--- src/rtl/cpc_ram_xctl_pkg.sv ---
// Shared constants, FSM state type and page decode for the CPC RAM expansion controller.
package cpc_ram_xctl_pkg;

    localparam logic [2:0] MODE_NONE = 3'd0;
    localparam logic [2:0] MODE_P3_1 = 3'd1;
    localparam logic [2:0] MODE_ALL  = 3'd2;
    localparam logic [2:0] MODE_P3_3 = 3'd3;
    localparam logic [2:0] MODE_P1_4 = 3'd4;
    localparam logic [2:0] MODE_P1_5 = 3'd5;
    localparam logic [2:0] MODE_P1_6 = 3'd6;
    localparam logic [2:0] MODE_P1_7 = 3'd7;

    localparam logic [1:0] PAGE_1 = 2'd1;
    localparam logic [1:0] PAGE_3 = 2'd3;

    // Banking register is hit when D7:D6 carry this tag and A15 is low
    localparam logic [1:0] CFG_DATA_TAG = 2'b11;
    localparam logic       CFG_ADDR_A15 = 1'b0;

    typedef enum logic [1:0] {
        IDLE,
        QUAL,
        HOLD
    } xctl_state_t;

    typedef struct packed {
        logic       ext;
        logic [1:0] sub;
    } decode_t;

    function automatic decode_t decode_page(input logic [2:0] mode, input logic [1:0] page);
        decode_t r;
        r = '{ext: 1'b0, sub: 2'd0};
        case (mode)
            MODE_NONE: r = '{ext: 1'b0, sub: 2'd0};
            MODE_P3_1, MODE_P3_3: begin
                if (page == PAGE_3) r = '{ext: 1'b1, sub: 2'd3};
            end
            MODE_ALL: r = '{ext: 1'b1, sub: page};
            MODE_P1_4, MODE_P1_5, MODE_P1_6, MODE_P1_7: begin
                if (page == PAGE_1) r = '{ext: 1'b1, sub: mode[1:0]};
            end
            default: r = '{ext: 1'b0, sub: 2'd0};
        endcase
        return r;
    endfunction

endpackage

--- src/rtl/cpc_bus_sync.sv ---
// Multi-stage flop synchroniser for one asynchronous Z80 bus strobe.
module cpc_bus_sync #(
    parameter int STAGES = 2
) (
    input  logic clk,
    input  logic async_in,
    output logic sync_out
);

    logic [STAGES-1:0] chain;

    // Deliberately unreset so a strobe held across reset is still seen afterwards
    always_ff @(posedge clk) begin
        chain <= {chain[STAGES-2:0], async_in};
    end

    assign sync_out = chain[STAGES-1];

endmodule

--- src/rtl/cpc_ram_xctl.sv ---
// Clocked CPC 6128-style RAM expansion controller for 1..8 512K SRAMs.
// Define CPC_RAM_XCTL_READBACK_EN to enable config readback on IO port RB_PORT.
module cpc_ram_xctl
    import cpc_ram_xctl_pkg::*;
#(
    parameter int         NUM_SRAM      = 2,
    parameter int         SYNC_STAGES   = 2,
    parameter int         FILTER_CYCLES = 2,
    parameter logic [7:0] RB_PORT       = 8'hFE
) (
    input  logic                CLK,
    input  logic                RESET,
    input  logic                IOREQ_B,
    input  logic                WR_B,
    input  logic                RD_B,
    input  logic                M1_B,
    input  logic                MREQ_B,
    input  logic [15:0]         A,
    input  logic [7:0]          D,
    output logic [7:0]          DOUT,
    output logic                DOE,
    output logic                RAMDIS,
    output logic [4:0]          RAMADRHI,
    output logic [NUM_SRAM-1:0] RAMCS_B
);

    localparam int         CS_W         = (NUM_SRAM > 1) ? $clog2(NUM_SRAM) : 0;
    localparam int         CHIP_W       = (CS_W > 0) ? CS_W : 1;
    localparam logic [3:0] FILTER_LIMIT = 4'(FILTER_CYCLES);

    logic              ioreq_s;
    logic              wr_s;
    logic              m1_s;
    logic              iowr;
    logic              cfg_match;
    logic [CHIP_W-1:0] chip_next;

    xctl_state_t       state;
    logic [3:0]        count;
    logic [2:0]        cfg_mode;
    logic [2:0]        cfg_bank;
    logic [CHIP_W-1:0] cfg_chip;
    decode_t           dec;
    logic              unused_bus;

    cpc_bus_sync #(.STAGES(SYNC_STAGES)) u_sync_ioreq (.clk(CLK), .async_in(IOREQ_B), .sync_out(ioreq_s));
    cpc_bus_sync #(.STAGES(SYNC_STAGES)) u_sync_wr    (.clk(CLK), .async_in(WR_B),    .sync_out(wr_s));
    cpc_bus_sync #(.STAGES(SYNC_STAGES)) u_sync_m1    (.clk(CLK), .async_in(M1_B),    .sync_out(m1_s));

    // M1 low with IORQ is an interrupt acknowledge, never a write
    assign iowr      = ~ioreq_s & ~wr_s & m1_s;
    assign cfg_match = (A[15] == CFG_ADDR_A15) & (D[7:6] == CFG_DATA_TAG);

    // Extra chip-select bits come inverted from A8 upward
    generate
        if (CS_W > 0) begin : g_chip_addr
            assign chip_next = ~A[8 +: CS_W];
        end else begin : g_chip_none
            assign chip_next = '0;
        end
    endgenerate

    // Reset lands in HOLD if the strobe is still low so that write cannot commit
    always_ff @(posedge CLK) begin
        if (RESET) begin
            state    <= iowr ? HOLD : IDLE;
            count    <= '0;
            cfg_mode <= '0;
            cfg_bank <= '0;
            cfg_chip <= '0;
        end else begin
            case (state)
                IDLE: begin
                    if (iowr) begin
                        count <= 4'd1;
                        state <= QUAL;
                    end
                end
                QUAL: begin
                    if (!iowr) begin
                        count <= '0;
                        state <= IDLE;
                    end else if (count < FILTER_LIMIT) begin
                        count <= count + 4'd1;
                    end else begin
                        if (cfg_match) begin
                            cfg_mode <= D[2:0];
                            cfg_bank <= D[5:3];
                            cfg_chip <= chip_next;
                        end
                        state <= HOLD;
                    end
                end
                HOLD: begin
                    if (!iowr) begin
                        count <= '0;
                        state <= IDLE;
                    end
                end
                default: begin
                    count <= '0;
                    state <= IDLE;
                end
            endcase
        end
    end

    assign dec      = decode_page(cfg_mode, A[15:14]);
    assign RAMDIS   = dec.ext;
    assign RAMADRHI = {cfg_bank, dec.sub};

    generate
        for (genvar i = 0; i < NUM_SRAM; i++) begin : g_cs
            assign RAMCS_B[i] = ~(dec.ext & ~MREQ_B & (cfg_chip == CHIP_W'(i)));
        end
    endgenerate

`ifdef CPC_RAM_XCTL_READBACK_EN
    logic rd_s;
    logic iord;

    cpc_bus_sync #(.STAGES(SYNC_STAGES)) u_sync_rd (.clk(CLK), .async_in(RD_B), .sync_out(rd_s));

    assign iord = ~ioreq_s & ~rd_s & m1_s & (A[15:8] == RB_PORT);

    always_ff @(posedge CLK) begin
        if (RESET) begin
            DOE  <= 1'b0;
            DOUT <= 8'h00;
        end else begin
            DOE  <= iord;
            DOUT <= iord ? {CFG_DATA_TAG, cfg_bank, cfg_mode} : 8'h00;
        end
    end
`else
    assign DOE  = 1'b0;
    assign DOUT = 8'h00;
`endif

    assign unused_bus = ^{A, RD_B, (A[15:8] == RB_PORT)};

endmodule

--- config.mk ---
export PLATFORM = sky130hd
export DESIGN_NAME = cpc_ram_xctl
export DESIGN_NICKNAME = d
export VERILOG_FILES = /design/src/rtl/cpc_ram_xctl_pkg.sv /design/src/rtl/cpc_bus_sync.sv /design/src/rtl/cpc_ram_xctl.sv
export SDC_FILE = /design/constraint.sdc
export NUM_CORES = 1
export LEC_CHECK = 0
export CORE_MARGIN = 2
export CORE_UTILIZATION = 40
export CTS_CLUSTER_SIZE = 8
export DETAILED_ROUTE_END_ITERATION = 12
export PLACE_DENSITY = 0.83
export SYNTH_ARGS = -nofsm -noshare
export SYNTH_HDL_FRONTEND = slang
export SYNTH_SLANG_ARGS = --single-unit
--- constraint.sdc ---
create_clock -name CLK -period 3.3 [get_ports CLK]
set_input_delay 0.33 -clock CLK [delete_from_list [all_inputs] [get_ports CLK]]
set_output_delay 0.33 -clock CLK [all_outputs]
set_load 0.02 [all_outputs]
==> out/summary.txt <==
root buf cell = clkbuf_4
Tightest Pin Transition = 0.627 ns
Setup-failing EPs final = 0
Reg clk slew, reported paths = 0.11 ns
drt first-iter violations = 3
synthesized area per cell = 9.67 µm²
count leader, synth = dfxtp_1
fillcell total = 178
WL/cell = 11.2 µm
Worst Skew = 0.00407 ns
Leak Pwr = 0.421 nW
highest-delay cell along the critical path = clkdlybuf4s50_1
max-slew violations = 0
Core Area = 2000 µm²
Clock Sinks = 19
CP max stage delay = 0.55 ns
Hold Path Depth = 0
fin crit period = 2.58 ns
post-DP HPWL = 1.25 mm
setup slack after placement = 0.716 ns
gr ovfl total = 0
DRT antenna net count = 0
Detailed Routing Iterations Pass 1 = 4
Synth-to-Final Area Change = 29.1%
Async SR Flop Fraction = 0
fraction of layout cells with a size suffix above 1 = 0.0526
Placer Congestion = 0.721
cts repair resizes = 0
unrepaired setup endpoints after global routing = no
power per cell area = 394 nW/µm²
cells after synthesis = 89
CP Data Required Time = 2.97 ns
Slew headroom = 0.579
first-pass GRT wire length = 2.79 mm
clk buf depth = 2
port bufs = 24
cts hold-fix bufs = 0
initial core utilization = 0.430
worst setup margin = 0.721 ns
flops & latches, synth = 19
fin crit share = 0.782
synth warn = 0
met2 usage = 0.250
reg2reg path depth = 4
CP startpoint kind = primary input
TNS Setup = 0 ns
net count reported at finish = 147
FMAX = 388 MHz
cells along the critical path = clkdlybuf4s50_1 > nand2b_1 > a21oi_1 > or3b_2 > clkdlybuf4s50_1
# IOs = 48
n_diodes = 0
EDFF count, synth = 2
Fin. Hold Viols = 0
WL final = 1.58 mm
Synth area leaders = dfxtp_1, buf_4, mux2i_1, edfxtp_1, nor2_1
H-Tree Depth = 1
CP arrival = 2.25 ns
area leader, netlist = dfxtp_1
VDD IR-drop max = 0.000384 V
GR peak layer = met2
M3 GR Usage = 0.0387
Final Util = 0.555
row count = 16
Die Wd = 50.4 µm
synth cell count leaders = dfxtp_1, nor2_1, buf_4, a21oi_1, mux2i_1
CP max FO = 6
worst min path class = reg -> reg
CTS tree = built
global-route usage over all layers = 0.146
chip height = 50.4 µm
dominant synthesized flop cell = dfxtp_1
met1 Usage GRT = 0.168
Die Area = 2540 µm²
crit end category = primary output
post-CTS setup buffers = 0
Yosys cell types = 28
placed cell area = 1080 µm²
DRC Markers = 0
Netlist Area Pre-Place = 861 µm²
clk_lat worst skew = 0.30 ns
top cell type's share of synthesized area = 0.395
via count = 682
drt via density = 4.84
WS Path Type = in -> out
status = finished clean
sequential element share of the synthesized area = 0.465
number of max-cap violations = 0
CTS Buf Count = 3
largest net degree at the start of global routing = 13
post-route cell area = 1110 µm²
vias in the first global route = 651
initial antenna violation count = 0
most frequent CP cell = clkdlybuf4s50_1
## state kept, by name, summed over array words and instances, names as in the netlist
name and flops:
cfg_mode 3, u_sync_m1.chain 2, state 2, cfg_bank 3, u_sync_ioreq.chain 2, cfg_chip 1, u_sync_wr.chain 2, count 4
## routing by layer
layer  up-vias  wire [µm]  part of all wire
met5         -          0                 0
li1        348          -                 -
met1       307        700              0.44
met2        23        763              0.48
met4         0         30             0.019
met3         4         80             0.051
## where the power goes
group          leakage (nW)  switching [mW]  total (mW)  internal, mW
Combinational         0.242          0.0322      0.0608        0.0286
Sequential            0.161          0.0118       0.258         0.246
Clock                0.0183          0.0724       0.119        0.0470
Total                 0.421           0.116       0.438         0.322
## kinds of logic (layout without fill, tap and decap cells)
family,Yosys count,count (layout),synth area share
other,1,9,0.00436
and+or+nand+nor,30,30,0.204
muxes,6,6,0.0698
AOI/OAI and AO/OA,18,18,0.128
adders and majority gates,1,1,0.0145
DFF,19,19,0.465
buffers and inverters,13,30,0.105
xor gates and xnor gates,1,1,0.0102
## cell type report
cell class / count / area (µm²) / share of cell area
clock inverters: 1 / 6.26 / 0.00563
clock buffers: 3 / 22.5 / 0.0203
multi-input cells: 65 / 400 / 0.360
inverters: 2 / 7.51 / 0.00676
flip-flops and latches: 19 / 400 / 0.360
repair buffers: 24 / 240 / 0.216
well taps: 27 / 33.8 / 0.0304
## metrics by stage
| stage | hold WS [ns] | cells | power, mW |
|---|---|---|---|
| 6_report | 0.339 | 141 | 0.438 |
| 5_1_grt | 0.353 | 141 | 0.461 |
| 4_1_cts | 0.340 | 141 | 0.442 |
| 3_5_place_dp | 0.314 | 137 | 0.324 |
| 3_3_place_gp | 0.310 | 137 | 0.321 |
| 2_1_floorplan | 0.310 | 97 | 0.304 |
## worst max-delay path: cells and delay by family
| family | cells | cell delay, ns |
|---|---|---|
| AO/OA/AOI/OAI | 1 | 0.22 |
| AND/OR/NAND/NOR | 2 | 0.66 |
| buffers and inverters | 2 | 1.03 |
## final timing paths
kind                               from                         end  slack (ns)
min          u_sync_m1.chain[0]$_DFF_P_  u_sync_m1.chain[1]$_DFF_P_        0.34
max reg2reg  u_sync_wr.chain[1]$_DFF_P_    cfg_bank[1]$_SDFFE_PP0P_        1.35
max                               A[15]                  RAMCS_B[0]        0.72
min reg2reg  u_sync_m1.chain[0]$_DFF_P_  u_sync_m1.chain[1]$_DFF_P_        0.34
## cells in the final DEF (no fill, tap or decap)
cell,n
clkdlybuf4s50_1,24
dfxtp_1,17
nor2_1,10
conb_1,9
a21oi_1,6
mux2i_1,6
o21ai_0,5
nand3b_1,4
nor3_1,4
nand2_1,3
clkbuf_4,3
nand2b_1,2
nor2b_1,2
a211oi_1,2
inv_1,2
a22oi_1,2
edfxtp_1,2
a311oi_1,1
and2_1,1
o22ai_1,1
or3b_2,1
or3b_1,1
xor2_1,1
or3_1,1
nor4_4,1
o211a_1,1
ha_1,1
inv_4,1
No activity file was read; power rests on OpenSTA's default activity.
